$ cat config.mk
export PLATFORM = sky130hd
export DESIGN_NAME = mc_control_fsm
export DESIGN_NICKNAME = d
export VERILOG_FILES = /design/src/rtl/mc_defs_pkg.sv /design/src/rtl/mc_ctrl_decode.sv /design/src/rtl/mc_control_fsm.sv
export SDC_FILE = /design/constraint.sdc
export NUM_CORES = 1
export LEC_CHECK = 0
export ABC_AREA = 1
export CORE_UTILIZATION = 40
export DETAILED_ROUTE_END_ITERATION = 8
export GPL_TIMING_DRIVEN = 0
export PLACE_DENSITY_LB_ADDON = 0.12
export RECOVER_POWER = 50
export SLEW_MARGIN = 15
export SYNTH_ARGS = -nofsm -noshare
export SYNTH_HDL_FRONTEND = slang
export SYNTH_SLANG_ARGS = --single-unit
$ cat constraint.sdc
create_clock -name CLK -period 2.9 [get_ports CLK]
set_input_delay 0.58 -clock CLK [delete_from_list [all_inputs] [get_ports CLK]]
set_output_delay 0.58 -clock CLK [all_outputs]
set_load 0.02 [all_outputs]
$ cat src/rtl/mc_defs_pkg.sv
// Shared encodings for the multicycle CPU control unit: state codes, opcodes,
// ALU function codes and the opcode-class / next-state helpers.
package mc_defs_pkg;

    localparam int OPC_W = 6;

    typedef enum logic [2:0] {
        S_IF     = 3'b000,
        S_ID     = 3'b001,
        S_EXE_LS = 3'b010,
        S_MEM    = 3'b011,
        S_WB_LD  = 3'b100,
        S_EXE_BR = 3'b101,
        S_EXE_AL = 3'b110,
        S_WB_AL  = 3'b111
    } mc_state_e;

    typedef enum logic [2:0] {
        CL_NOP,
        CL_RALU,
        CL_IALU,
        CL_LW,
        CL_SW,
        CL_BR,
        CL_JMP,
        CL_HALT
    } op_class_e;

    localparam logic [OPC_W-1:0] OP_ADD   = 6'b000000;
    localparam logic [OPC_W-1:0] OP_SUB   = 6'b000001;
    localparam logic [OPC_W-1:0] OP_AND   = 6'b010001;
    localparam logic [OPC_W-1:0] OP_OR    = 6'b010000;
    localparam logic [OPC_W-1:0] OP_SLL   = 6'b011000;
    localparam logic [OPC_W-1:0] OP_SLT   = 6'b100110;
    localparam logic [OPC_W-1:0] OP_ADDI  = 6'b000010;
    localparam logic [OPC_W-1:0] OP_ORI   = 6'b010010;
    localparam logic [OPC_W-1:0] OP_SLTIU = 6'b100111;
    localparam logic [OPC_W-1:0] OP_SW    = 6'b110000;
    localparam logic [OPC_W-1:0] OP_LW    = 6'b110001;
    localparam logic [OPC_W-1:0] OP_BEQ   = 6'b110100;
    localparam logic [OPC_W-1:0] OP_BNE   = 6'b110101;
    localparam logic [OPC_W-1:0] OP_BLTZ  = 6'b110110;
    localparam logic [OPC_W-1:0] OP_J     = 6'b111000;
    localparam logic [OPC_W-1:0] OP_JR    = 6'b111001;
    localparam logic [OPC_W-1:0] OP_JAL   = 6'b111010;

    localparam logic [2:0] ALU_ADD  = 3'b000;
    localparam logic [2:0] ALU_SUB  = 3'b001;
    localparam logic [2:0] ALU_SLTU = 3'b010;
    localparam logic [2:0] ALU_SLT  = 3'b011;
    localparam logic [2:0] ALU_SLL  = 3'b100;
    localparam logic [2:0] ALU_OR   = 3'b101;
    localparam logic [2:0] ALU_AND  = 3'b110;

    // The halt opcode is checked first so an overridden HALT_OP always wins.
    function automatic op_class_e op_class(input logic [OPC_W-1:0] op,
                                           input logic [OPC_W-1:0] halt_op);
        op_class_e c;
        c = CL_NOP;
        if (op == halt_op) begin
            c = CL_HALT;
        end else begin
            case (op)
                OP_ADD, OP_SUB, OP_AND, OP_OR, OP_SLL, OP_SLT: c = CL_RALU;
                OP_ADDI, OP_ORI, OP_SLTIU:                     c = CL_IALU;
                OP_LW:                                         c = CL_LW;
                OP_SW:                                         c = CL_SW;
                OP_BEQ, OP_BNE, OP_BLTZ:                       c = CL_BR;
                OP_J, OP_JR, OP_JAL:                           c = CL_JMP;
                default:                                       c = CL_NOP;
            endcase
        end
        return c;
    endfunction

    function automatic logic [2:0] alu_op_of(input logic [OPC_W-1:0] op);
        logic [2:0] a;
        a = ALU_ADD;
        case (op)
            OP_SUB, OP_BEQ, OP_BNE: a = ALU_SUB;
            OP_AND:                 a = ALU_AND;
            OP_OR, OP_ORI:          a = ALU_OR;
            OP_SLL:                 a = ALU_SLL;
            OP_SLT:                 a = ALU_SLT;
            OP_SLTIU:               a = ALU_SLTU;
            default:                a = ALU_ADD;
        endcase
        return a;
    endfunction

    function automatic mc_state_e next_state_of(input mc_state_e st,
                                                input op_class_e cls,
                                                input logic halted);
        mc_state_e ns;
        ns = S_IF;
        case (st)
            S_IF: ns = S_ID;
            S_ID: begin
                if (halted)                               ns = S_IF;
                else if (cls == CL_RALU || cls == CL_IALU) ns = S_EXE_AL;
                else if (cls == CL_LW || cls == CL_SW)     ns = S_EXE_LS;
                else if (cls == CL_BR)                     ns = S_EXE_BR;
                else                                       ns = S_IF;
            end
            S_EXE_AL: ns = S_WB_AL;
            S_EXE_LS: ns = S_MEM;
            S_MEM:    ns = (cls == CL_LW) ? S_WB_LD : S_IF;
            default:  ns = S_IF;
        endcase
        return ns;
    endfunction

endpackage

$ cat src/rtl/mc_ctrl_decode.sv
// Combinational strobe decode: maps the (possibly reset-overridden) state,
// opcode and ALU flags to the per-cycle datapath controls.
module mc_ctrl_decode
    import mc_defs_pkg::*;
#(
    parameter logic [OPC_W-1:0] HALT_OP = 6'b111111
) (
    input  mc_state_e         state,
    input  logic [OPC_W-1:0]  opcode,
    input  logic              zero,
    input  logic              sign,
    input  logic              halted,
    input  logic              last_cycle,
    output logic              PCWre,
    output logic              IRWre,
    output logic              RegWre,
    output logic              mRD,
    output logic              mWR,
    output logic              ALUSrcA,
    output logic              ALUSrcB,
    output logic              ExtSel,
    output logic [1:0]        RegDst,
    output logic              WrRegDSrc,
    output logic              DBDataSrc,
    output logic [1:0]        PCSrc,
    output logic [2:0]        ALUOp
);

    op_class_e cls;
    logic      br_taken;
    logic      is_jal;

    always_comb begin
        cls      = op_class(opcode, HALT_OP);
        is_jal   = (cls == CL_JMP) && (opcode == OP_JAL);
        br_taken = 1'b0;
        case (opcode)
            OP_BEQ:  br_taken = zero;
            OP_BNE:  br_taken = ~zero;
            OP_BLTZ: br_taken = sign;
            default: br_taken = 1'b0;
        endcase

        PCWre     = last_cycle && !halted && (cls != CL_HALT);
        IRWre     = 1'b0;
        RegWre    = 1'b0;
        mRD       = 1'b0;
        mWR       = 1'b0;
        PCSrc     = 2'b00;
        ALUSrcA   = (opcode == OP_SLL);
        ALUSrcB   = (cls == CL_IALU) || (cls == CL_LW) || (cls == CL_SW);
        ExtSel    = (opcode == OP_ADDI) || (opcode == OP_SLTIU) || (cls == CL_LW) ||
                    (cls == CL_SW) || (cls == CL_BR);
        RegDst    = is_jal ? 2'b00 : ((cls == CL_RALU) ? 2'b10 : 2'b01);
        WrRegDSrc = ~is_jal;
        DBDataSrc = (cls == CL_LW);
        ALUOp     = alu_op_of(opcode);

        case (state)
            S_IF: IRWre = ~halted;
            S_ID: begin
                RegWre = is_jal && !halted;
                if (cls == CL_JMP) begin
                    PCSrc = (opcode == OP_JR) ? 2'b10 : 2'b11;
                end
            end
            S_EXE_BR: PCSrc = br_taken ? 2'b01 : 2'b00;
            S_MEM: begin
                mWR = (cls == CL_SW) && !halted;
                mRD = (cls == CL_LW) && !halted;
            end
            S_WB_AL, S_WB_LD: RegWre = ~halted;
            default: ;
        endcase
    end

endmodule

$ cat src/rtl/mc_control_fsm.sv
// Multicycle CPU control unit: state register, sticky halt flag and
// next-state logic; strobes come from mc_ctrl_decode.
module mc_control_fsm
    import mc_defs_pkg::*;
#(
    parameter int             OPW     = 6,
    parameter logic [OPW-1:0] HALT_OP = 6'b111111
) (
    input  logic           CLK,
    input  logic           RST,
    input  logic [OPW-1:0] opcode,
    input  logic           zero,
    input  logic           sign,
    output logic [2:0]     state,
    output logic [2:0]     next_state,
    output logic           PCWre,
    output logic           IRWre,
    output logic           RegWre,
    output logic           mRD,
    output logic           mWR,
    output logic           ALUSrcA,
    output logic           ALUSrcB,
    output logic           ExtSel,
    output logic [1:0]     RegDst,
    output logic           WrRegDSrc,
    output logic           DBDataSrc,
    output logic [1:0]     PCSrc,
    output logic [2:0]     ALUOp,
    output logic           halted
);

    localparam logic [OPC_W-1:0] HALT6 = OPC_W'(HALT_OP);

    mc_state_e        cur_state;
    mc_state_e        dec_state;
    mc_state_e        ns_dec;
    mc_state_e        nxt;
    logic             halted_q;
    logic             dec_halted;
    logic [OPC_W-1:0] op6;
    op_class_e        cls;

    assign op6 = OPC_W'(opcode);

    // While RST is high the outputs look like a clean IF cycle, so an
    // abandoned instruction never leaks a write strobe in its reset cycle.
    always_comb begin
        cls        = op_class(op6, HALT6);
        dec_state  = RST ? S_IF : cur_state;
        dec_halted = RST ? 1'b0 : halted_q;
        ns_dec     = next_state_of(dec_state, cls, dec_halted);
        nxt        = RST ? S_IF : ns_dec;
    end

    always_ff @(posedge CLK) begin
        if (RST) begin
            cur_state <= S_IF;
            halted_q  <= 1'b0;
        end else begin
            cur_state <= nxt;
            if (cur_state == S_ID && cls == CL_HALT) halted_q <= 1'b1;
        end
    end

    assign state      = cur_state;
    assign next_state = nxt;
    assign halted     = halted_q;

    mc_ctrl_decode #(.HALT_OP(HALT6)) u_decode (
        .state      (dec_state),
        .opcode     (op6),
        .zero       (zero),
        .sign       (sign),
        .halted     (dec_halted),
        .last_cycle (ns_dec == S_IF),
        .PCWre      (PCWre),
        .IRWre      (IRWre),
        .RegWre     (RegWre),
        .mRD        (mRD),
        .mWR        (mWR),
        .ALUSrcA    (ALUSrcA),
        .ALUSrcB    (ALUSrcB),
        .ExtSel     (ExtSel),
        .RegDst     (RegDst),
        .WrRegDSrc  (WrRegDSrc),
        .DBDataSrc  (DBDataSrc),
        .PCSrc      (PCSrc),
        .ALUOp      (ALUOp)
    );

endmodule

Yosys cells after proc, flatten, opt, wreduce, memory -nomap -nowiden
Memory sizes are Yosys's and may differ from the RTL's.
Cells that the tools add are included.
{ "totals": {"out_inout_bits": 24, "word_cells": 86, "inputBits": 10, "romBits": 384, "n_memories": 2, "regBits": 4} }
{ "op_classes": {"muxes": 23, "n_eq_ne": 35, "n_reduce_logical": 21, "bitwise_logic": 3} }
{ "memory_table": {"columns": ["memory", "words", "word_bits", "rd", "rd_ports_with_merged_regs", "wr", "line", "text"], "rows": [
  ["(name not given)", 64, 3, 1, 0, 0, "mc_defs_pkg.sv:63", "case (op)"],
  ["(name not given)", 64, 3, 1, 0, 0, "mc_defs_pkg.sv:63", null]
]} }
{ "op_table": {"columns": ["cell", "count"], "rows": [
  ["equality test 6 bit, second input constant", 8],
  ["equality test 3 bit, second input constant", 10],
  ["two-way mux 3 bit", 9],
  ["equality test 6 x 5 -> 1 bit, second input constant", 4],
  ["equality test 3 x 2 -> 1 bit, second input constant", 6],
  ["one-hot mux 3 bit (6 select lines)", 1],
  ["one-hot mux 3 bit (5 select lines)", 1],
  ["equality test 3 x 1 -> 1 bit, second input constant", 4],
  ["logical OR 1 bit", 8],
  ["logical AND 1 bit", 7],
  ["equality test 6 x 1 -> 1 bit, second input constant", 1],
  ["equality test 6 x 2 -> 1 bit, second input constant", 1],
  ["logical NOT 3 bit", 2],
  ["two-way mux 1 bit", 6],
  ["two-way mux 2 bit", 3],
  ["one-hot mux 2 bit (2 select lines)", 1],
  ["OR reduction 2 bit", 2],
  ["!= test 3 bit, second input constant", 1],
  ["NOT 1 bit", 3],
  ["one-hot mux 1 bit (3 select lines)", 1],
  ["OR reduction 3 bit", 1],
  ["one-hot mux 1 bit (2 select lines)", 1],
  ["logical NOT 1 bit", 1]
]} }

Depth between registers and ports, before layout
Gate-level depths: netlist (run 1).
{ "depth": {"ltp_word": 11, "depth_mapped": 12, "mapped_depth_nobuf": 12} }

Hierarchy
Synthesis (run 1) repeated with hierarchy kept, for this count alone.
{ "unflattened": {"cells_unflattened": 198, "hier_area_um2": 994.7} }
{ "by_module_without_submodules": {"columns": ["module", "cells_each", "area_per_inst_um2", "seq_area_each_um2", "n_inst"], "rows": [
  ["mc_control_fsm", 96, 514.2, 80.1, 1],
  ["mc_ctrl_decode", 102, 480.5, 0.0, 1]
]} }

Least setup slack after synthesis (run 1)
Ideal clock, no wire load.
{ "synth_timing": {"path_kind": "in2out", "startpoint": "input port opcode[4]", "endpoint": "output port PCWre", "arrival_ns": 1.793, "t_required_ns": 2.320, "path_stages": 9, "n_path_buf": 0, "setup_slack_ns": 0.527, "cell_sequence": "nand2_1 inv_1 nand2_2 nand3_1 nor2_2 nor2_4 nand2_2 nand3_2 nor2_2"} }
{ "synth_between": {"elab_chain_cells": 11, "elab_cells_between_ends": 22, "cone_classes": "eq/ne: 7; mux: 8; reduce/logical: 5; memory: 2"} }
{ "synth_rtl": {"columns": ["item", "line", "text"], "rows": [
  ["start: declaration", "mc_control_fsm.sv:11", "input logic [OPW-1:0] opcode,"],
  ["memory (64 x 3 bit) or equality test 6 bit (tied branches)", null, null],
  ["two-way mux 3 bit", "mc_defs_pkg.sv:60", "if (op == halt_op) begin"],
  ["equality test 3 bit, or another cell as far along", "mc_defs_pkg.sv:102", "else if (cls == CL_BR) ns = S_EXE_BR;"],
  ["two-way mux 3 bit or logical OR 1 bit (tied branches)", "mc_defs_pkg.sv:102, mc_defs_pkg.sv:101", null],
  ["two-way mux 3 bit", "mc_defs_pkg.sv:101", "else if (cls == CL_LW || cls == CL_SW) ns = S_EXE_LS;"],
  ["two-way mux 3 bit", "mc_defs_pkg.sv:100", "else if (cls == CL_RALU || cls == CL_IALU) ns = S_EXE_AL;"],
  ["two-way mux 3 bit", "mc_defs_pkg.sv:99", "if (halted) ns = S_IF;"],
  ["one-hot mux 3 bit (5 select lines)", "mc_defs_pkg.sv:96", "case (st)"],
  ["logical NOT 3 bit", "mc_control_fsm.sv:75", ".last_cycle (ns_dec == S_IF),"],
  ["logical AND 1 bit", "mc_ctrl_decode.sv:44", "PCWre = last_cycle && !halted && (cls != CL_HALT);"],
  ["logical AND 1 bit (*)", "mc_ctrl_decode.sv:44", null],
  ["end: declaration", "mc_control_fsm.sv:16", "output logic PCWre,"]
]} }
Every way passes the cells marked *; elsewhere a longest branch is shown, timed or not.

Worst setup path after layout (run 1)
{ "layout_timing": {"startpoint": "input port opcode[3]", "endpoint": "output port ExtSel"} }
{ "layout_between": {"elab_chain_cells": 6, "elab_cells_between_ends": 12, "cone_classes": "eq/ne: 6; mux: 1; reduce/logical: 4; memory: 1"} }
{ "layout_rtl": {"columns": ["item", "line", "text"], "rows": [
  ["memory (64 x 3 bit) or equality test 6 bit (tied branches)", null, null],
  ["two-way mux 3 bit", "mc_defs_pkg.sv:60", null],
  ["equality test 3 x 2 -> 1 bit", "mc_ctrl_decode.sv:52", "ExtSel = (opcode == OP_ADDI) || (opcode == OP_SLTIU) || (cls == CL_LW) ||"],
  ["logical OR 1 bit (2 in a row)", "mc_ctrl_decode.sv:52", null],
  ["logical OR 1 bit (*)", "mc_ctrl_decode.sv:53", "(cls == CL_SW) || (cls == CL_BR);"],
  ["end: declaration", "mc_control_fsm.sv:23", "output logic ExtSel,"]
]} }
Marked as above.

==> flow_summary.toml, run 1 <==
[status]
status = "complete, no violations"

[grt]
grt_max_degree = 8
globalRouteTotalUtil_pct = 24.44
grt_pass1_wl_um = 3657
overflow = 0
antenna_found_initial = 0
grt_pass1_vias = 843

[setup_path]
cp.arrival_ps = 2170
cp_cell_sequence = "dlygate4sd2_1 -> inv_2 -> nand2_2 -> nor2_2 -> nand2_2 -> inv_2 -> nor2_4 -> nand2_4 -> nand2_4 -> nor2_4 -> a211o_2 -> clkdlybuf4s15_1"
critPathMaxFanout = 4
reg2reg_slack_ps = 1570
cp-end-kind = "output port"
cpLargestDelayFamily = "buffers and inverters"
cpMaxStageDelayCell = "dlygate4sd2_1"
cp.buffers_inverters = 4
crit_path_max_incr_delay_ps = 320
cp-start-kind = "primary input"
cp.required_ps = 2320
crit_type = "in2out"

[placement]
pre_cts_ws_ps = -547.4
dp_hpwl_um = 1784
dpl_cell_area_mm2 = 0.001097
io_buffer_count = 33
gp_congestion = 0.9007

[logic_synthesis]
yosysWarningCount = 0
synth.area.top_cells = "dfxtp_1 (11%), nand3_1 (11%), nor2_1 (11%)"
synth_top_area_share_pct = 10.88
netlist_area_um2 = 735.7
yosys.area.top_type = "dfxtp_1"
syn_nets = 139
synth_seq_cells = 4
avgSynthCellArea_um2 = 5.703
synthCells = 129
ys_seq_area_share_pct = 10.88
synth.distinct_cells = 23

[route]
ant_nets = 0
wl_per_cell_um = 12.22
wl_um = 2382
avgViaCountPerCell = 5.236
first_pass_iters = 4
route.detailed.drc = 0
vias = 1021
drtIter0Drc = 46

[finish]
final_cell_mix = "nand2_1 (18), inv_1 (17), nor2_1 (17)"
n_antenna_cell = 0
layout_commonest_cell = "nand2_1"
stdcell_area_mm2 = 0.001175
syn_to_final_growth_pct = 59.69
fin_nets = 182
layout-drive-gt1-share_pct = 31.18

[floorplan]
die_y_um = 44.89
coreArea_mm2 = 0.001727
rows = 15
die-area_mm2 = 0.002015
start_util_pct = 42.61
die_w_um = 44.89
ios = 34

[sta]
finalHoldViolations = 0
fin_crit_ps = 2754
relSlewSlack_pct = 74.58
fin_ws_ps = 146.5
rsz0062_at_grt = "false"
clock_skew_ps = 8.301
whs_ps = 653.1
fmax_mhz = 363.2
setup_viol = 0
worst_pin_slew_ps = 379.5
maxSlewViolCount = 0
finalCritPeriodShare_pct = 94.95

[power]
p_leak_nw = 0.6097
ir_worst_vdd_uv = 184.4
power_per_cell_area_mw_per_mm2 = 236.3

[clock_tree]
cts_sinks = 4
holdBufCountCts = 0
ctsLongestPathBuffers = 2
htreeDepth = 1
clk_pin_slew_ps = 50
clock_latency_ps = 250
cts_made_buffers = 3
root_buffer = "clkbuf_4"
cts_tree = "built"

[hold_path]
hp-class = "reg2reg"

[flow_run]
max-cap-violations = 0
## power breakdown
part	leakage [nW]	internal, mW	total [mW]	switching (mW)
sequential	0.0327	0.0581	0.0597	0.00164
combinational	0.563	0.0552	0.141	0.0860
clock	0.0138	0.0468	0.0767	0.0299
## per-layer routing
layer / GRT usage (%) / vias to the layer above / part of all wire, %
met2: 35.88 / 41 / 45
met5: 0 / - / 0
met1: 36.56 / 464 / 47
met3: 6.000 / 2 / 7.1
met4: 3.636 / 0 / 1.0
li1: - / 514 / -
## worst reg2reg max path: stages (launching register included)
cell,delay (ps)
dfxtp_1,320
inv_1,80
nor2_1,90
inv_1,60
nor2_1,120
nand2_1,140
nor2_2,180
nand2_1,130
a31oi_1,140
## final timing paths
kind | start | end | cells after the start
min | halted | state[1] | 3
min reg2reg | halted | state[1] | 3
max reg2reg | state[0] | state[0] | 8
max | opcode[3] | ExtSel | 12
## layout make-up
type                            instances  area (um^2)
Clock buffer                            3        22.52
Fill cell                             165        551.8
Inverter                               22        82.58
Multi-Input combinational cell        103        611.8
Sequential cell                         4        80.08
Tap cell                               25        31.28
Timing Repair Buffer                   38        346.6
## repair_timing
action | CTS | global route
pin swaps | 5 | 1
gates resized for setup | 40 | 12
setup endpoints to repair | 17 | 14
setup buffers | 5 | 0
## cell families (layout without fill, tap and decap cells)
| kind of cell | after synthesis | count (layout) | share of synthesized area, % |
|---|---|---|---|
| buffers and inverters | 22 | 63 | 11.22 |
| AOI/OAI and AO/OA | 19 | 19 | 17.69 |
| DFF | 4 | 4 | 10.88 |
| and+or+nand+nor | 84 | 84 | 60.20 |
## Yosys cell counts, drive strengths merged
cell	count
dfxtp	4
a211o	1
nand2	29
nor2	28
nand3	21
nor3	3
inv	22
nand4	2
o2111ai	2
a31oi	3
nor4	1
a21boi	1
a21oi	1
o21ai	8
o211ai	2
a32oi	1
## stage by stage
| step | power [mW] | std cells | utilization, % | TNS [ps] |
|---|---|---|---|---|
| 2_1_floorplan | 0.1400 | 129 | - | 0 |
| 3_3_place_gp | 0.1947 | 187 | 63.55 | -5188 |
| 3_5_place_dp | 0.1966 | 187 | 63.55 | -5687 |
| 4_1_cts | 0.2755 | 195 | 67.46 | -2.886 |
| 5_1_grt | 0.2950 | 195 | 68.04 | 0 |
| 6_report | 0.2777 | 195 | 68.04 | 0 |
## registers in the layout, summed over array words and instances (netlist names)
signal and cells:
state 3, halted 1
No activity file was read; power rests on OpenSTA's default activity.
==> run 2: changes to the inputs <==
--- a/config.mk
+++ b/config.mk
@@ -8,6 +8,7 @@
 export ABC_AREA = 1
 export CORE_UTILIZATION = 40
 export DETAILED_ROUTE_END_ITERATION = 8
+export GPL_ROUTABILITY_DRIVEN = 0
 export GPL_TIMING_DRIVEN = 0
 export PLACE_DENSITY_LB_ADDON = 0.12
 export RECOVER_POWER = 50
==> results of run 2 <==
Same layout as run 1: the final DEF is identical, and so are final timing and power.
==> run 3: changes to the inputs <==
--- a/config.mk
+++ b/config.mk
@@ -5,14 +5,13 @@
 export SDC_FILE = /design/constraint.sdc
 export NUM_CORES = 1
 export LEC_CHECK = 0
-export ABC_AREA = 1
+export ABC_AREA = 0
 export CORE_UTILIZATION = 40
 export DETAILED_ROUTE_END_ITERATION = 8
 export GPL_ROUTABILITY_DRIVEN = 0
 export GPL_TIMING_DRIVEN = 0
 export PLACE_DENSITY_LB_ADDON = 0.12
 export RECOVER_POWER = 50
-export SLEW_MARGIN = 15
 export SYNTH_ARGS = -nofsm -noshare
 export SYNTH_HDL_FRONTEND = slang
 export SYNTH_SLANG_ARGS = --single-unit
==> run 3 against run 2 <==
Net effect: non-clock buffer count increased by 6; count of clock-buffer cells in the layout unchanged; worst hold slack got worse by 31 ps; critical endpoint is now next_state[2]; routed wire length increased by 2.6%; register-to-register slack got worse by 80 ps; synthesized area increased by 5.6%.
==> flow_summary.toml, run 3 <==
[route]
wl_um = 2443
drtIter0Drc = 34
first_pass_iters = 4
route.detailed.drc = 0
vias = 1037
wl_per_cell_um = 13.96
avgViaCountPerCell = 5.926
ant_nets = 0

[logic_synthesis]
synth_seq_cells = 4
synthCells = 114
ys.flop_type = "dfxtp_1"
yosysWarningCount = 0
synth_edf_count = 0
syn_nets = 124
yosys.area.top_type = "dfxtp_1"
synth_common_cells = "nor2_1 (13), inv_1 (7), nor3_1 (7)"
synth.distinct_cells = 47
async_flop_share_pct = 0
ys_seq_area_share_pct = 10.31
synth_top_area_share_pct = 10.31
yosysMostFrequentCell = "nor2_1"
avgSynthCellArea_um2 = 6.816
synth.area.top_cells = "dfxtp_1 (10%), nor2_1 (6.3%), buf_4 (4.8%)"
netlist_area_um2 = 777.0

[setup_path]
cpMaxStageDelayCell = "clkdlybuf4s50_1"
timing.rr.start = "state[0]"
crit_path_max_incr_delay_ps = 430
timing.rr.end = "state[2]"
cpLargestDelayFamily = "buffers and inverters"
reg2reg_depth = 4
cp_cell_sequence = "clkdlybuf4s50_1 -> buf_4 -> buf_2 -> o32a_1 -> o21ai_0 -> clkdlybuf4s15_2"
crit_type = "in2out"
cp-start-kind = "primary input"
startpoint = "opcode[3]"
reg2reg_slack_ps = 1490
cp.buffers_inverters = 4
critPathMaxFanout = 10
cp.arrival_ps = 2250
cp.required_ps = 2320
cp-end-kind = "output port"

[finish]
final_cell_mix = "nor2_1 (13), dlygate4sd2_1 (13), buf_4 (8)"
layout-drive-gt1-share_pct = 20.67
fillerInstances = 175
syn_to_final_growth_pct = 47.02
stdcell_area_mm2 = 0.001142
largest_register_ff_count = 3
n_antenna_cell = 0
fin_nets = 162

[floorplan]
start_util_pct = 44.04
die-area_mm2 = 0.002123
rows = 15
coreArea_mm2 = 0.001764
ios = 34
die_y_um = 46.08
die_w_um = 46.08

[hold_path]
holdPathStages = 1
whs_endpoint = "halted"
holdCritStartpoint = "halted"
hp-class = "reg2reg"

[clock_tree]
root_buffer = "clkbuf_4"
holdBufCountCts = 0
cts_sinks = 4
htreeDepth = 1
clk_pin_slew_ps = 30
ctsLongestPathBuffers = 2
clock_latency_ps = 230
cts_made_buffers = 3
cts_tree = "built"

[sta]
finalCritPeriodShare_pct = 97.61
rsz0062_at_grt = "false"
whs_ps = 622.4
worst_pin_slew_ps = 427.6
fmax_mhz = 353.3
finalHoldViolations = 0
setup_viol = 0
relSlewSlack_pct = 71.49
clock_skew_ps = 4.058
fin_crit_ps = 2831
maxSlewViolCount = 0

[power]
p_leak_nw = 0.4913
power_per_cell_area_mw_per_mm2 = 229.6
power_uw = 262.3
ir_worst_vdd_uv = 324.6

[grt]
grt_max_degree = 11
antenna_found_initial = 0
grt_pass1_wl_um = 3898
grt_pass1_vias = 921
globalRouteTotalUtil_pct = 24.96
overflow = 0

[status]
status = "complete, no violations"

[placement]
dp_hpwl_um = 1753
io_buffer_count = 31
dpl_cell_area_mm2 = 0.001119

[flow_run]
max-cap-violations = 0
## run 3: repair_timing
item | in CTS | in global routing
pin swaps | 1 | 4
gates resized for setup | 40 | 14
buffers inserted | 1 | 1
endpoints found under the setup margin | 19 | 11
## run 3: where the power goes
group	leakage, nW	switching [mW]	internal (mW)
logic	0.445	0.0774	0.0574
clock network	0.0138	0.0216	0.0462
registers	0.0327	0.00205	0.0577
total	0.491	0.101	0.161
## run 3: cells by family (layout without fill, tap and decap cells)
group | count (synthesis) | after routing | synth area share [%]
flops | 4 | 4 | 10.31
mux | 1 | 1 | 1.288
fa+ha+maj | 2 | 2 | 2.577
xor+xnor | 2 | 2 | 2.255
buf+inv | 18 | 54 | 11.59
simple gates | 54 | 54 | 41.39
compound gates | 33 | 33 | 30.60
## run 3: worst max-delay path by stage
stage,to,cells past startpoint
2_1_floorplan,RegDst[0],5
3_3_place_gp,PCWre,7
3_5_place_dp,PCWre,7
4_1_cts,PCWre,8
5_1_grt,RegWre,7
6_report,next_state[2],6
## run 3: metal layers
metal	up-vias	wire length [um]	track usage (%)
li1	504	-	-
met1	477	1111	34.19
met2	54	1049	37.18
met3	2	258	7.451
met4	0	23	7.647
met5	-	0	0
## run 3: per-stage QoR
step	worst slack [ps]	utilization [%]	cells	setup TNS [ps]
after floorplan	420.9	-	114	0
after global placement	-515.5	63.40	170	-5395
after detailed placement	-483.1	63.40	170	-5393
after CTS	12.65	65.25	174	0
after global routing	3.288	64.75	175	0
final	69.22	64.75	175	0
## run 3: final cells by class
type	instances	area [um^2]	share of cell area, %
multi-input cells	92	625.6	54.76
well taps	25	31.28	2.738
flip-flops and latches	4	80.08	7.010
repair buffers	33	285.3	24.97
inverters	7	26.28	2.300
clock buffers	3	22.52	1.972
plain buffers	11	71.32	6.243
